**src/rtl/core_dbg_ctrl_if.sv**
```systemverilog
// ---------------------------------------------------------------------------
// core_dbg_ctrl_if
//   Command/response channel of the run-control debug controller.
//   Two independent valid/ready handshakes:
//     cmd_valid/cmd_ready : command offered by the debugger, op + argument
//     rsp_valid/rsp_ready : one response per command, code + last retired PC
//   Modports:
//     master : the debugger side (drives commands, consumes responses)
//     slave  : the controller side (accepts commands, produces responses)
// ---------------------------------------------------------------------------
interface core_dbg_ctrl_if;
    logic        cmd_valid;
    logic        cmd_ready;
    logic [1:0]  cmd_op;     // 0=HALT, 1=RESUME, 2=STEP, 3=RUN_TO_PC
    logic [31:0] cmd_arg;    // STEP: retire count, RUN_TO_PC: breakpoint PC
    logic        rsp_valid;
    logic        rsp_ready;
    logic [1:0]  rsp_code;   // 0=HALTED, 1=RUNNING, 2=ERR
    logic [31:0] rsp_data;   // last retired PC

    modport master (
        output cmd_valid, cmd_op, cmd_arg, rsp_ready,
        input  cmd_ready, rsp_valid, rsp_code, rsp_data
    );

    modport slave (
        input  cmd_valid, cmd_op, cmd_arg, rsp_ready,
        output cmd_ready, rsp_valid, rsp_code, rsp_data
    );
endinterface

```
**src/rtl/core_dbg_ctrl.sv**
```systemverilog
// ---------------------------------------------------------------------------
// core_dbg_ctrl
//   Run-control debug controller for the pipelined rv32i core. Accepts
//   HALT / RESUME / STEP / RUN_TO_PC commands, gates the core through a
//   registered stall line, watches WB-stage retirements and returns exactly
//   one response (resulting state + last retired PC) per command.
//
// Ports:
//   clk, rst_n     core clock, asynchronous active-low reset
//   dbg            command/response channel (core_dbg_ctrl_if.slave)
//   retire_valid   one instruction retired at WB this cycle
//   retire_pc      PC of the retiring instruction
//   core_stall     registered stall; high in HALTED and RESP
//   halted         controller is in the HALTED state
//   cycle_count    number of unstalled cycles, wraps at 2^cnt_width
// ---------------------------------------------------------------------------
module core_dbg_ctrl #(
    parameter bit start_halted = 1'b0,
    parameter int cnt_width    = 32
) (
    input  logic                 clk,
    input  logic                 rst_n,
    core_dbg_ctrl_if.slave       dbg,
    input  logic                 retire_valid,
    input  logic [31:0]          retire_pc,
    output logic                 core_stall,
    output logic                 halted,
    output logic [cnt_width-1:0] cycle_count
);

    typedef enum logic [2:0] {
        ST_RUN,
        ST_HALTED,
        ST_STEPPING,
        ST_RUN_TO_PC,
        ST_RESP
    } state_t;

    typedef enum logic [1:0] {
        OP_HALT      = 2'd0,
        OP_RESUME    = 2'd1,
        OP_STEP      = 2'd2,
        OP_RUN_TO_PC = 2'd3
    } op_t;

    localparam logic [1:0] RSP_HALTED  = 2'd0;
    localparam logic [1:0] RSP_RUNNING = 2'd1;
    localparam logic [1:0] RSP_ERR     = 2'd2;

    localparam state_t               RESET_STATE = start_halted ? ST_HALTED : ST_RUN;
    localparam logic [cnt_width-1:0] CNT_ONE     = cnt_width'(1);

    state_t               state, state_n;
    op_t                  cmd_op_e;
    logic                 cmd_fire;
    logic                 rsp_enter;
    logic [1:0]           rsp_code_n;
    logic                 step_load;
    logic                 bp_load;
    logic [cnt_width-1:0] step_rem;
    logic [cnt_width-1:0] step_arg;
    logic [31:0]          bp;
    logic [31:0]          last_pc;
    logic                 rsp_valid_q;
    logic [1:0]           rsp_code_q;
    logic [31:0]          rsp_data_q;

    assign cmd_op_e      = op_t'(dbg.cmd_op);
    assign dbg.cmd_ready = (state != ST_RESP);
    assign cmd_fire      = dbg.cmd_valid && dbg.cmd_ready;
    assign step_arg      = dbg.cmd_arg[cnt_width-1:0];

    assign dbg.rsp_valid = rsp_valid_q;
    assign dbg.rsp_code  = rsp_code_q;
    assign dbg.rsp_data  = rsp_data_q;
    assign halted        = (state == ST_HALTED);

    // NOTE: every signal written here gets a default first, so no path
    // through the case statement can leave one unassigned and infer a latch.
    always_comb begin
        state_n    = state;
        rsp_enter  = 1'b0;
        rsp_code_n = rsp_code_q;
        step_load  = 1'b0;
        bp_load    = 1'b0;

        unique case (state)
            ST_HALTED: begin
                if (cmd_fire) begin
                    unique case (cmd_op_e)
                        OP_HALT: begin
                            rsp_enter  = 1'b1;
                            rsp_code_n = RSP_HALTED;
                        end
                        OP_RESUME: begin
                            rsp_enter  = 1'b1;
                            rsp_code_n = RSP_RUNNING;
                        end
                        OP_STEP: begin
                            state_n   = ST_STEPPING;
                            step_load = 1'b1;
                        end
                        OP_RUN_TO_PC: begin
                            state_n = ST_RUN_TO_PC;
                            bp_load = 1'b1;
                        end
                    endcase
                end
            end

            ST_RUN: begin
                if (cmd_fire) begin
                    rsp_enter  = 1'b1;
                    rsp_code_n = (cmd_op_e == OP_HALT) ? RSP_HALTED : RSP_ERR;
                end
            end

            ST_STEPPING, ST_RUN_TO_PC: begin
                // A command always aborts; if it collides with the completing
                // retire the command's code wins and only one response leaves.
                if (cmd_fire) begin
                    rsp_enter  = 1'b1;
                    rsp_code_n = (cmd_op_e == OP_HALT) ? RSP_HALTED : RSP_ERR;
                end else if (retire_valid &&
                             ((state == ST_STEPPING)  ? (step_rem == CNT_ONE)
                                                      : (retire_pc == bp))) begin
                    rsp_enter  = 1'b1;
                    rsp_code_n = RSP_HALTED;
                end
            end

            ST_RESP: begin
                if (dbg.rsp_ready) begin
                    state_n = (rsp_code_q == RSP_RUNNING) ? ST_RUN : ST_HALTED;
                end
            end

            default: state_n = RESET_STATE;
        endcase

        if (rsp_enter) begin
            state_n = ST_RESP;
        end
    end

    // core_stall follows the next state so it is registered yet lines up
    // with the state register: it rises the cycle after the causing command.
    // NOTE: sequential state uses non-blocking assignments so every register
    // samples pre-edge values regardless of process evaluation order.
    always_ff @(posedge clk or negedge rst_n) begin
        if (!rst_n) begin
            state      <= RESET_STATE;
            core_stall <= start_halted;
        end else begin
            state      <= state_n;
            core_stall <= (state_n == ST_HALTED) || (state_n == ST_RESP);
        end
    end

    always_ff @(posedge clk or negedge rst_n) begin
        if (!rst_n) begin
            last_pc     <= '0;
            cycle_count <= '0;
            step_rem    <= '0;
            bp          <= '0;
            rsp_valid_q <= 1'b0;
            rsp_code_q  <= RSP_HALTED;
            rsp_data_q  <= '0;
        end else begin
            if (retire_valid) begin
                last_pc <= retire_pc;
            end

            if (!core_stall) begin
                cycle_count <= cycle_count + CNT_ONE;
            end

            if (step_load) begin
                step_rem <= (step_arg == '0) ? CNT_ONE : step_arg;
            end else if ((state == ST_STEPPING) && retire_valid && (step_rem != '0)) begin
                step_rem <= step_rem - CNT_ONE;
            end

            if (bp_load) begin
                bp <= dbg.cmd_arg;
            end

            // The response carries last_pc including a retire in the same
            // cycle, so a completing STEP/RUN_TO_PC reports that retire's PC.
            if (rsp_enter) begin
                rsp_valid_q <= 1'b1;
                rsp_code_q  <= rsp_code_n;
                rsp_data_q  <= retire_valid ? retire_pc : last_pc;
            end else if ((state == ST_RESP) && dbg.rsp_ready) begin
                rsp_valid_q <= 1'b0;
            end
        end
    end

endmodule
```
**src/flat_wrapper.sv**
```systemverilog
// flat-port wrapper written by rule: the top's interface ports become plain ports
module core_dbg_ctrl_flat 
#(
    parameter bit start_halted = 1'b0,
    parameter int cnt_width    = 32
)
  (clk, rst_n, retire_valid, retire_pc, core_stall, halted, cycle_count, dbg_cmd_valid, dbg_cmd_op, dbg_cmd_arg, dbg_rsp_ready, dbg_cmd_ready, dbg_rsp_valid, dbg_rsp_code, dbg_rsp_data);
  core_dbg_ctrl_if dbg_i ();
  input  logic clk;
  input  logic rst_n;
  input  logic retire_valid;
  input  logic [31:0] retire_pc;
  output logic core_stall;
  output logic halted;
  output logic [cnt_width-1:0] cycle_count;
  input wire logic [$bits(dbg_i.cmd_valid)-1:0] dbg_cmd_valid;
  input wire logic [$bits(dbg_i.cmd_op)-1:0] dbg_cmd_op;
  input wire logic [$bits(dbg_i.cmd_arg)-1:0] dbg_cmd_arg;
  input wire logic [$bits(dbg_i.rsp_ready)-1:0] dbg_rsp_ready;
  output wire logic [$bits(dbg_i.cmd_ready)-1:0] dbg_cmd_ready;
  output wire logic [$bits(dbg_i.rsp_valid)-1:0] dbg_rsp_valid;
  output wire logic [$bits(dbg_i.rsp_code)-1:0] dbg_rsp_code;
  output wire logic [$bits(dbg_i.rsp_data)-1:0] dbg_rsp_data;
  assign dbg_i.cmd_valid = dbg_cmd_valid;
  assign dbg_i.cmd_op = dbg_cmd_op;
  assign dbg_i.cmd_arg = dbg_cmd_arg;
  assign dbg_i.rsp_ready = dbg_rsp_ready;
  assign dbg_cmd_ready = dbg_i.cmd_ready;
  assign dbg_rsp_valid = dbg_i.rsp_valid;
  assign dbg_rsp_code = dbg_i.rsp_code;
  assign dbg_rsp_data = dbg_i.rsp_data;
  core_dbg_ctrl #(.start_halted(start_halted), .cnt_width(cnt_width)) u_core (.clk(clk), .rst_n(rst_n), .dbg(dbg_i), .retire_valid(retire_valid), .retire_pc(retire_pc), .core_stall(core_stall), .halted(halted), .cycle_count(cycle_count));
endmodule
```
**config.mk**
```make
export PLATFORM = sky130hd
export DESIGN_NAME = core_dbg_ctrl_flat
export DESIGN_NICKNAME = d
export VERILOG_FILES = /design/src/rtl/core_dbg_ctrl_if.sv /design/src/rtl/core_dbg_ctrl.sv /design/src/flat_wrapper.sv
export SDC_FILE = /design/constraint.sdc
export NUM_CORES = 1
export LEC_CHECK = 0
export BUFFER_PORTS_ARGS = -buffer_cell sky130_fd_sc_hd__clkbuf_2
export CELL_PAD_IN_SITES_DETAIL_PLACEMENT = 0
export CELL_PAD_IN_SITES_GLOBAL_PLACEMENT = 2
export CORE_MARGIN = 2
export CORE_UTILIZATION = 39
export DETAILED_ROUTE_END_ITERATION = 10
export HOLD_SLACK_MARGIN = 0.1
export PLACE_DENSITY = 0.93
export SLEW_MARGIN = 25
export SYNTH_ARGS = -nofsm -noshare
export SYNTH_HDL_FRONTEND = slang
export SYNTH_SLANG_ARGS = --single-unit
export TNS_END_PERCENT = 20
```
**constraint.sdc**
```tcl
create_clock -name clk -period 5.1 [get_ports clk]
set_clock_uncertainty 0.1 [all_clocks]
set_input_delay 1.02 -clock clk [delete_from_list [all_inputs] [get_ports clk]]
set_output_delay 1.02 -clock clk [all_outputs]
set_load 0.02 [all_outputs]
```
==> flow_summary.json, run 1 <==
{
  "drt-total-wl_microns": 22800,
  "antenna_found_initial": 1,
  "grt_use_total_pct": 20.8,
  "design_area_sq_um": 9860,
  "cts-hold-fix-buffers": 0,
  "rsz0062_at_grt": "no",
  "clk_pin_slew_ps": 70,
  "hold_ws_ps": 374,
  "synth-edff-count": 0,
  "setup_tns_ps": 0,
  "worstPathCellList": "nor4_1 -> nor2b_1 -> nor4b_4 -> a22o_1 -> buf_4 -> a221oi_1",
  "fin_nets": 980,
  "clk_path_buf_depth": 2,
  "slew_headroom_pct": 36.2,
  "cts_tree": "built",
  "cts-resized-gates": 0,
  "core_area_sq_um": 21000,
  "setup_ws_ps": 1840,
  "synthArstFlopShare_pct": 100,
  "status": "finished, final reports clean",
  "drive_above_1_share_pct": 28.9,
  "post_cts_buffers": 0,
  "grt_max_degree": 88,
  "syn_inst": 770,
  "gp_congestion": 0.780,
  "path_buf_inv": 1,
  "initial_core_util_pct": 39.6,
  "cp_max_fo": 28,
  "numCtsBuffers": 17,
  "cp-end-kind": "flip-flop",
  "syn_avg_cell_area_sq_um": 10.8,
  "fp.dieH_microns": 150,
  "area_growth_pct": 18.8,
  "p_leak_nw": 4.67,
  "fin_util_pct": 47.0,
  "yosysSeqAreaShare_pct": 50.4,
  "total_power_mw": 4.82,
  "post_layout_nonfiller_instances": 1193,
  "hold_path.class": "reg2reg",
  "cap_violations": 0,
  "max_stage_delay_ps": 830,
  "slowest_stage": "nor4_1",
  "overflow": 0,
  "port_buffers": 140,
  "drc_errors": 0,
  "setup_viol": 0,
  "io_pins": 141,
  "placed_cells": 1161,
  "max_freq_ghz": 0.307,
  "critical_path_class": "reg2reg",
  "diodes": 0,
  "syn_area_sq_um": 8300,
  "yosys_register_bits": 167,
  "syn_nets": 845,
  "die_area_sq_um": 22500,
  "post-route-period-util_pct": 63.8,
  "cp_top_family": "simple AND/OR/NAND/NOR gates",
  "root_buffer": "clkbuf_16",
  "tightest_slew_ps": 949,
  "irDropWorstVdd_mv": 0.239,
  "grt_pass1_vias": 6386,
  "cp.arrival_ps": 3440,
  "cts.sinks": 167,
  "grt_pass1_wl_microns": 35800,
  "synth_ff_type": "dfrtp_1",
  "drv_slew": 0,
  "clock_latency_ps": 440,
  "ant_nets": 0,
  "period_minus_slack_ps": 3260,
  "place_ws_ps": 1670,
  "dieWidth_microns": 150,
  "hold_viol": 0,
  "wl_per_cell_microns": 19.1,
  "dr.pass1.iters": 5,
  "cts-htree-levels": 4,
  "drt_iter0_markers": 415,
  "detailed_place_hpwl_microns": 16100,
  "vias": 6526,
  "rows": 53,
  "start_kind": "flip-flop",
  "yosys_warnings": 0,
  "vias_per_cell": 5.47,
  "worstPathRequired_ps": 5280,
  "yosysUniqueCellTypes": 68,
  "placed_area_sq_um": 9280,
  "power.density_nw_per_um2": 489
}
## worst reg2reg max path: cells and delay by family (launching register included)
kind	cells	cell delay, ps
DFF	1	400
buffers and inverters	1	430
and+or+nand+nor	3	1470
AOI/OAI and AO/OA	2	720
## cell usage after synthesis (all sizes together) (2+ instances only)
library cell,n,area [sq um]
ha,4,50.1
a21o,3,22.5
a32o,2,20.0
or3,2,12.5
nand3b,4,30.0
dfrtp,167,4180
nor2,38,159
and3b,2,17.5
nor4,27,190
o41ai,2,25.0
buf,19,113
and2,4,25.0
a211o,2,17.5
a211oi,4,30.0
nand4,15,106
a31oi,6,37.5
nand2b,4,25.0
a311oi,5,43.8
mux2,65,732
xor2,48,420
o311ai,2,17.5
or4,2,15.0
o21a,3,22.5
nand4b,4,35.0
nor3,17,113
inv,75,282
and4,6,52.6
o21ai,12,63.8
xnor2,23,201
clkbuf,16,60.1
a21oi,21,109
o22ai,34,213
o221a,2,22.5
a221oi,33,295
nand3,18,90.1
nand2,49,186
a22o,5,43.8
and3,8,50.1
nor3b,3,33.8
## power by group
| group | switching [mW] | internal [mW] | total, mW | leakage (nW) |
|---|---|---|---|---|
| sequential | 0.334 | 1.66 | 2.00 | 2.16 |
| clock | 0.587 | 0.703 | 1.29 | 0.287 |
| combinational | 0.905 | 0.626 | 1.53 | 2.23 |
## final timing paths
check / start / to / slack [ps] / cells past startpoint
worst max-delay path: u_core.step_rem[23] / u_core.dbg.rsp_data[5] / 1840 / 6
worst min-delay path: u_core.cycle_count[31] / u_core.cycle_count[31] / 370 / 1
worst max register to register: u_core.step_rem[23] / u_core.dbg.rsp_data[5] / 1840 / 6
worst min register to register: u_core.cycle_count[31] / u_core.cycle_count[31] / 370 / 1
max in group asynchronous: rst_n / u_core.bp[26] / 3400 / 2
min in group asynchronous: rst_n / u_core.cycle_count[22] / 560 / 1
## layer usage
layer	vias up	global-route usage [%]	share of wire [%]
li1	3054	-	-
met1	3239	29.7	47
met2	206	31.6	46
met3	27	4.02	5.2
met4	0	6.84	1.8
met5	-	0	0
## kinds of logic after synthesis
| group | count (synthesis) | share of synthesized area (%) |
|---|---|---|
| fa+ha+maj | 4 | 0.603 |
| flops | 167 | 50.4 |
| simple gates | 207 | 14.3 |
| compound gates | 146 | 12.9 |
| buf+inv | 110 | 5.47 |
| mux | 65 | 8.82 |
| xor+xnor | 71 | 7.49 |
## final cells by class
| type | count | area [sq um] |
|---|---|---|
| fill | 2018 | 11100 |
| sequential | 167 | 4180 |
| multi-input combinational | 493 | 3670 |
| timing repair buffer | 151 | 802 |
| clock buffer | 19 | 443 |
| tap | 275 | 344 |
| inverter | 75 | 282 |
| clock inverter | 13 | 136 |
## registers in the layout, summed over array words and instances (netlist names)
| signal | count |
|---|---|
| u_core.dbg.rsp_code | 2 |
| u_core.bp | 32 |
| u_core.cycle_count | 32 |
| u_core.dbg.rsp_valid | 1 |
| u_core.dbg.rsp_data | 32 |
| u_core.last_pc | 32 |
| u_core.state | 3 |
| u_core.core_stall | 1 |
| u_core.step_rem | 32 |
## cells in the final DEF, fill, tap and decap left out, types with 5 or more instances in the layout
| cell type | count |
|---|---|
| a21oi_1 | 20 |
| a221oi_1 | 32 |
| a22o_1 | 5 |
| a311oi_1 | 5 |
| a31oi_1 | 6 |
| and3_1 | 8 |
| and4_1 | 6 |
| buf_4 | 10 |
| clkbuf_16 | 17 |
| clkbuf_2 | 139 |
| dfrtp_1 | 167 |
| inv_1 | 75 |
| inv_6 | 5 |
| mux2_2 | 65 |
| nand2_1 | 48 |
| nand3_1 | 18 |
| nand4_1 | 13 |
| nor2_1 | 36 |
| nor3_1 | 14 |
| nor4_1 | 25 |
| o21ai_0 | 6 |
| o22ai_1 | 34 |
| xnor2_1 | 23 |
| xor2_1 | 48 |
Power figures use the tool's default switching activity.
==> inputs of run 2 (changes only) <==
- CORE_UTILIZATION: 39 -> 36
- PLACE_DENSITY: 0.93 -> 0.87
- clock period: 5.1 -> 3.1 ns (I/O delays scaled with it)
==> run 2 against run 1 <==
Clock-buffer cell count is 1 higher. Fmax increased by 22%. Sequential share of layout area down 0.44 points. Flip-flop and latch count unchanged. Combinational power increased by 66%. Clock power is 62% higher. Power increased by 64%. Die area increased by 8.1%. First-iteration DRC count is 4.6% lower. Critical endpoint is now u_core.step_rem[30]. Highest routed layer unchanged.
==> flow_summary.json, run 2 (synthesized netlist as in run 1, its figures left out) <==
{
  "wl_per_cell_microns": 18.8,
  "vias": 6464,
  "ant_nets": 0,
  "drv_slew": 0,
  "setup_tns_ps": 0,
  "diodes": 0,
  "clock_latency_ps": 420,
  "core_area_sq_um": 22600,
  "cts-htree-levels": 4,
  "drc_errors": 0,
  "drt-total-wl_microns": 22800,
  "tightest_slew_ps": 708,
  "setup_viol": 0,
  "place_ws_ps": 289,
  "overflow": 0,
  "period_minus_slack_ps": 2660,
  "maxUsedRoutingLayer": "met4",
  "area_growth_pct": 20.0,
  "hold_path.class": "in2async",
  "grt_use_total_pct": 19.2,
  "grt_pass1_vias": 6308,
  "post_cts_buffers": 0,
  "slew_headroom_pct": 52.4,
  "wl_met1_microns": 10800,
  "io_pins": 141,
  "route.met2.wl_microns": 10500,
  "cts-resized-gates": 0,
  "root_buffer": "clkbuf_16",
  "rows": 55,
  "final_cell_mix": "dfrtp_1 (167), clkbuf_2 (139), inv_1 (75), mux2_2 (65)",
  "power.density_nw_per_um2": 792,
  "cap_violations": 0,
  "clk_path_buf_depth": 2,
  "vias_per_cell": 5.32,
  "cp-end-kind": "flip-flop",
  "detailed_place_hpwl_microns": 16500,
  "grt_max_degree": 65,
  "dr.pass1.iters": 4,
  "die_area_sq_um": 24300,
  "cts_tree": "built",
  "route.met3.wl_microns": 1200,
  "fp.dieH_microns": 156,
  "initial_core_util_pct": 36.7,
  "worstPathRequired_ps": 3310,
  "max_freq_ghz": 0.376,
  "setup_ws_ps": 440,
  "clk_pin_slew_ps": 70,
  "port_buffers": 140,
  "fin_nets": 991,
  "gp_congestion": 0.834,
  "grt_pass1_wl_microns": 36000,
  "hold_viol": 0,
  "critical_path_class": "reg2reg",
  "status": "finished, final reports clean",
  "dieWidth_microns": 156,
  "p_leak_nw": 4.72,
  "drt_iter0_markers": 396,
  "numCtsBuffers": 17,
  "antenna_found_initial": 0,
  "post-route-period-util_pct": 85.8,
  "cp_max_fo": 11,
  "rsz0062_at_grt": "no",
  "final_common_cell": "dfrtp_1",
  "cts.sinks": 167,
  "start_kind": "flip-flop",
  "drive_above_1_share_pct": 29.8,
  "cts-hold-fix-buffers": 0,
  "cp.arrival_ps": 2870,
  "irDropWorstVdd_mv": 0.323
}
-- run 2: worst max-delay path, stage by stage (launching register included) --
cell and delay [ps]:
dfrtp_1 390, nor4_1 650, nand2_1 250, o41ai_2 350, nand2_1 390, o21a_1 220, o22a_1 190
-- run 2: report_power, final --
| part | leakage [nW] | internal, mW | switching (mW) | total, mW |
|---|---|---|---|---|
| registers | 2.16 | 2.74 | 0.530 | 3.27 |
| clock network | 0.276 | 1.12 | 0.966 | 2.09 |
| logic | 2.29 | 1.07 | 1.47 | 2.54 |
-- run 2: area by class of cell --
cell class,count,area [sq um]
Multi-Input combinational cell,493,3670
Clock buffer,20,467
Tap cell,285,357
Fill cell,2166,12700
Clock inverter,12,109
Timing Repair Buffer,162,897
Inverter,75,282
Sequential cell,167,4180
-- run 2: path summary, 6_finish.rpt --
path / from / slack (ps) / end / cells past startpoint
worst min register to register: u_core.cycle_count[31] / 370 / u_core.cycle_count[31] / 1
worst max register to register: u_core.step_rem[23] / 440 / u_core.step_rem[30] / 6
min in group clk: dbg_cmd_arg[16] / 350 / u_core.step_rem[16] / 3
worst max-delay path: u_core.step_rem[23] / 440 / u_core.step_rem[30] / 6
worst min-delay path: rst_n / 90 / u_core.step_rem[15] / 1
max in group asynchronous: rst_n / 2020 / u_core.step_rem[16] / 2
-- run 2: through the flow --
stage | area, sq um | total power [mW] | utilization, % | std cells | hold WS [ps]
2_1_floorplan | 8300 | 4.98 | - | 770 | 224
3_3_place_gp | 9390 | 5.82 | 41.5 | 1182 | 361
3_5_place_dp | 9390 | 5.86 | 41.5 | 1182 | 364
4_1_cts | 9960 | 7.97 | 44.0 | 1214 | 115
5_1_grt | 9960 | 8.39 | 44.0 | 1214 | 132
6_report | 9960 | 7.89 | 44.0 | 1214 | 89.5
-- run 2: layer usage --
layer  track usage (%)  vias to the layer above
li1                  -                     3070
met1              27.3                     3195
met2              29.8                      179
met3              4.31                       20
met4              4.85                        0
met5                 0                        -
==> inputs of run 3 (changes only) <==
- GPL_TIMING_DRIVEN: unset -> 0
==> run 3 against run 2 <==
Register-to-register slack got worse by 230 ps. Combinational power about the same. Highest routed layer unchanged. First-iteration DRC count is 11% lower. Critical endpoint is now u_core.dbg.rsp_code[0]. Clock-buffer cell count is 2 lower. Largest power group unchanged.
==> flow_summary.json, run 3 (synthesized netlist as in run 1, its figures left out) <==
{
  "worstPathCellList": "nor4_1 -> nor2b_1 -> nor4b_4 -> a22o_1 -> buf_2 -> buf_4 -> o32ai_1",
  "placed_area_sq_um": 9420,
  "worstPathRequired_ps": 3280,
  "irDropWorstVdd_mv": 0.370,
  "ant_nets": 0,
  "period_minus_slack_ps": 2890,
  "fin_nets": 1006,
  "max_stage_delay_ps": 760,
  "p_leak_nw": 4.78,
  "clock_power_share_pct": 28.1,
  "slew_headroom_pct": 40.3,
  "vias": 6640,
  "drc_errors": 0,
  "numCtsBuffers": 17,
  "design_area_sq_um": 10000,
  "dr.pass1.iters": 4,
  "die_area_sq_um": 24300,
  "cap_violations": 0,
  "area_growth_pct": 21.1,
  "p_sw_mw": 2.99,
  "diodes": 0,
  "p_comb_share_pct": 31.7,
  "p_int_mw": 5.10,
  "overflow": 0,
  "multi_input_area_sq_um": 3670,
  "wl_per_cell_microns": 19.3,
  "pwr-share-seq_pct": 40.1,
  "cts_tree": "built",
  "hold_path.class": "in2reg",
  "core_area_sq_um": 22600,
  "max_freq_ghz": 0.346,
  "placed_cells": 1196,
  "grt_max_degree": 67,
  "detailed_place_hpwl_microns": 17600,
  "io_pins": 141,
  "initial_core_util_pct": 36.7,
  "slowest_stage": "nor4_1",
  "hold_viol": 0,
  "status": "finished, final reports clean",
  "rows": 55,
  "path_buf_inv": 2,
  "post-route-period-util_pct": 93.1,
  "cts-resized-gates": 0,
  "dieWidth_microns": 156,
  "clock_latency_ps": 430,
  "grt_use_total_pct": 20.1,
  "total_power_mw": 8.10,
  "critical_path_class": "reg2reg",
  "tightest_slew_ps": 892,
  "cp-end-kind": "flip-flop",
  "seq_area_sq_um": 4180,
  "gp_congestion": 0.799,
  "antenna_found_initial": 1,
  "cp_top_family": "simple AND/OR/NAND/NOR gates",
  "port_buffers": 139,
  "power.density_nw_per_um2": 806,
  "post_layout_nonfiller_instances": 1229,
  "fp.dieH_microns": 156,
  "drv_slew": 0,
  "rsz0062_at_grt": "no",
  "grt_pass1_wl_microns": 37700,
  "cp_max_fo": 10,
  "cts.sinks": 167,
  "fillers": 2177,
  "cp.arrival_ps": 3070,
  "hold_ws_ps": 347,
  "clk_path_buf_depth": 2,
  "start_kind": "flip-flop",
  "drive_above_1_share_pct": 28.9,
  "drt_iter0_markers": 351,
  "final_common_cell": "dfrtp_1",
  "setup_tns_ps": 0,
  "setup_viol": 0,
  "root_buffer": "clkbuf_16",
  "vias_per_cell": 5.40,
  "switching_share_pct": 37.0,
  "clk_pin_slew_ps": 70,
  "final_cell_mix": "dfrtp_1 (167), clkbuf_2 (138), inv_1 (75), mux2_2 (65)",
  "drt-total-wl_microns": 23800,
  "cts-htree-levels": 4,
  "grt_pass1_vias": 6688
}
## run 3: final timing paths
kind | from | end | slack, ps | cells after the start
worst max register to register | u_core.step_rem[23] | u_core.dbg.rsp_code[0] | 210 | 7
max in group asynchronous | rst_n | u_core.bp[2] | 1300 | 4
worst min register to register | u_core.cycle_count[31] | u_core.cycle_count[31] | 370 | 1
min in group asynchronous | rst_n | u_core.step_rem[17] | 620 | 2
worst max-delay path | u_core.step_rem[23] | u_core.dbg.rsp_code[0] | 210 | 7
worst min-delay path | dbg_cmd_arg[22] | u_core.step_rem[22] | 350 | 3
## run 3: cell type report
cell class / count / area share (%)
Sequential cell: 167 / 41.6
Multi-Input combinational cell: 493 / 36.5
Timing Repair Buffer: 142 / 7.66
Clock buffer: 18 / 4.37
Tap cell: 285 / 3.55
Inverter: 75 / 2.80
Clock inverter: 14 / 1.84
Buffer: 35 / 1.72
## run 3: per-layer routing
metal  wire length [microns]  GRT usage (%)  up-vias
met5                       0              0        -
met4                     389           6.03        0
met3                    1210           4.03       24
met2                   11300           32.7      193
met1                   10800           27.3     3311
li1                        -              -     3112
## run 3: power groups by stage
stage | clock [mW] | combinational [mW] | sequential, mW
floorplan | 0 | 1.60 | 3.38
global placement | 0 | 2.53 | 3.26
detailed placement | 0 | 2.58 | 3.28
CTS | 2.33 | 2.59 | 3.25
global route | 2.42 | 2.83 | 3.33
finish | 2.28 | 2.57 | 3.25
## run 3: worst min-delay path: cells and delay by family
kind,cells,cell delay [ps]
buffers and inverters,1,110
AND/OR/NAND/NOR,1,60
AO/OA/AOI/OAI,1,50
## run 3: timing repair
item                                   in CTS  in global routing
endpoints found under the hold margin      48                  0
hold buffers                                1                  0
setup buffers                               0                  0
## run 3: through the flow
step	setup WS, ps	util (%)
floorplan	770	-
global placement	-1960	41.3
detailed placement	-125	41.6
CTS	218	44.4
global route	50.6	44.4
finish	213	44.4
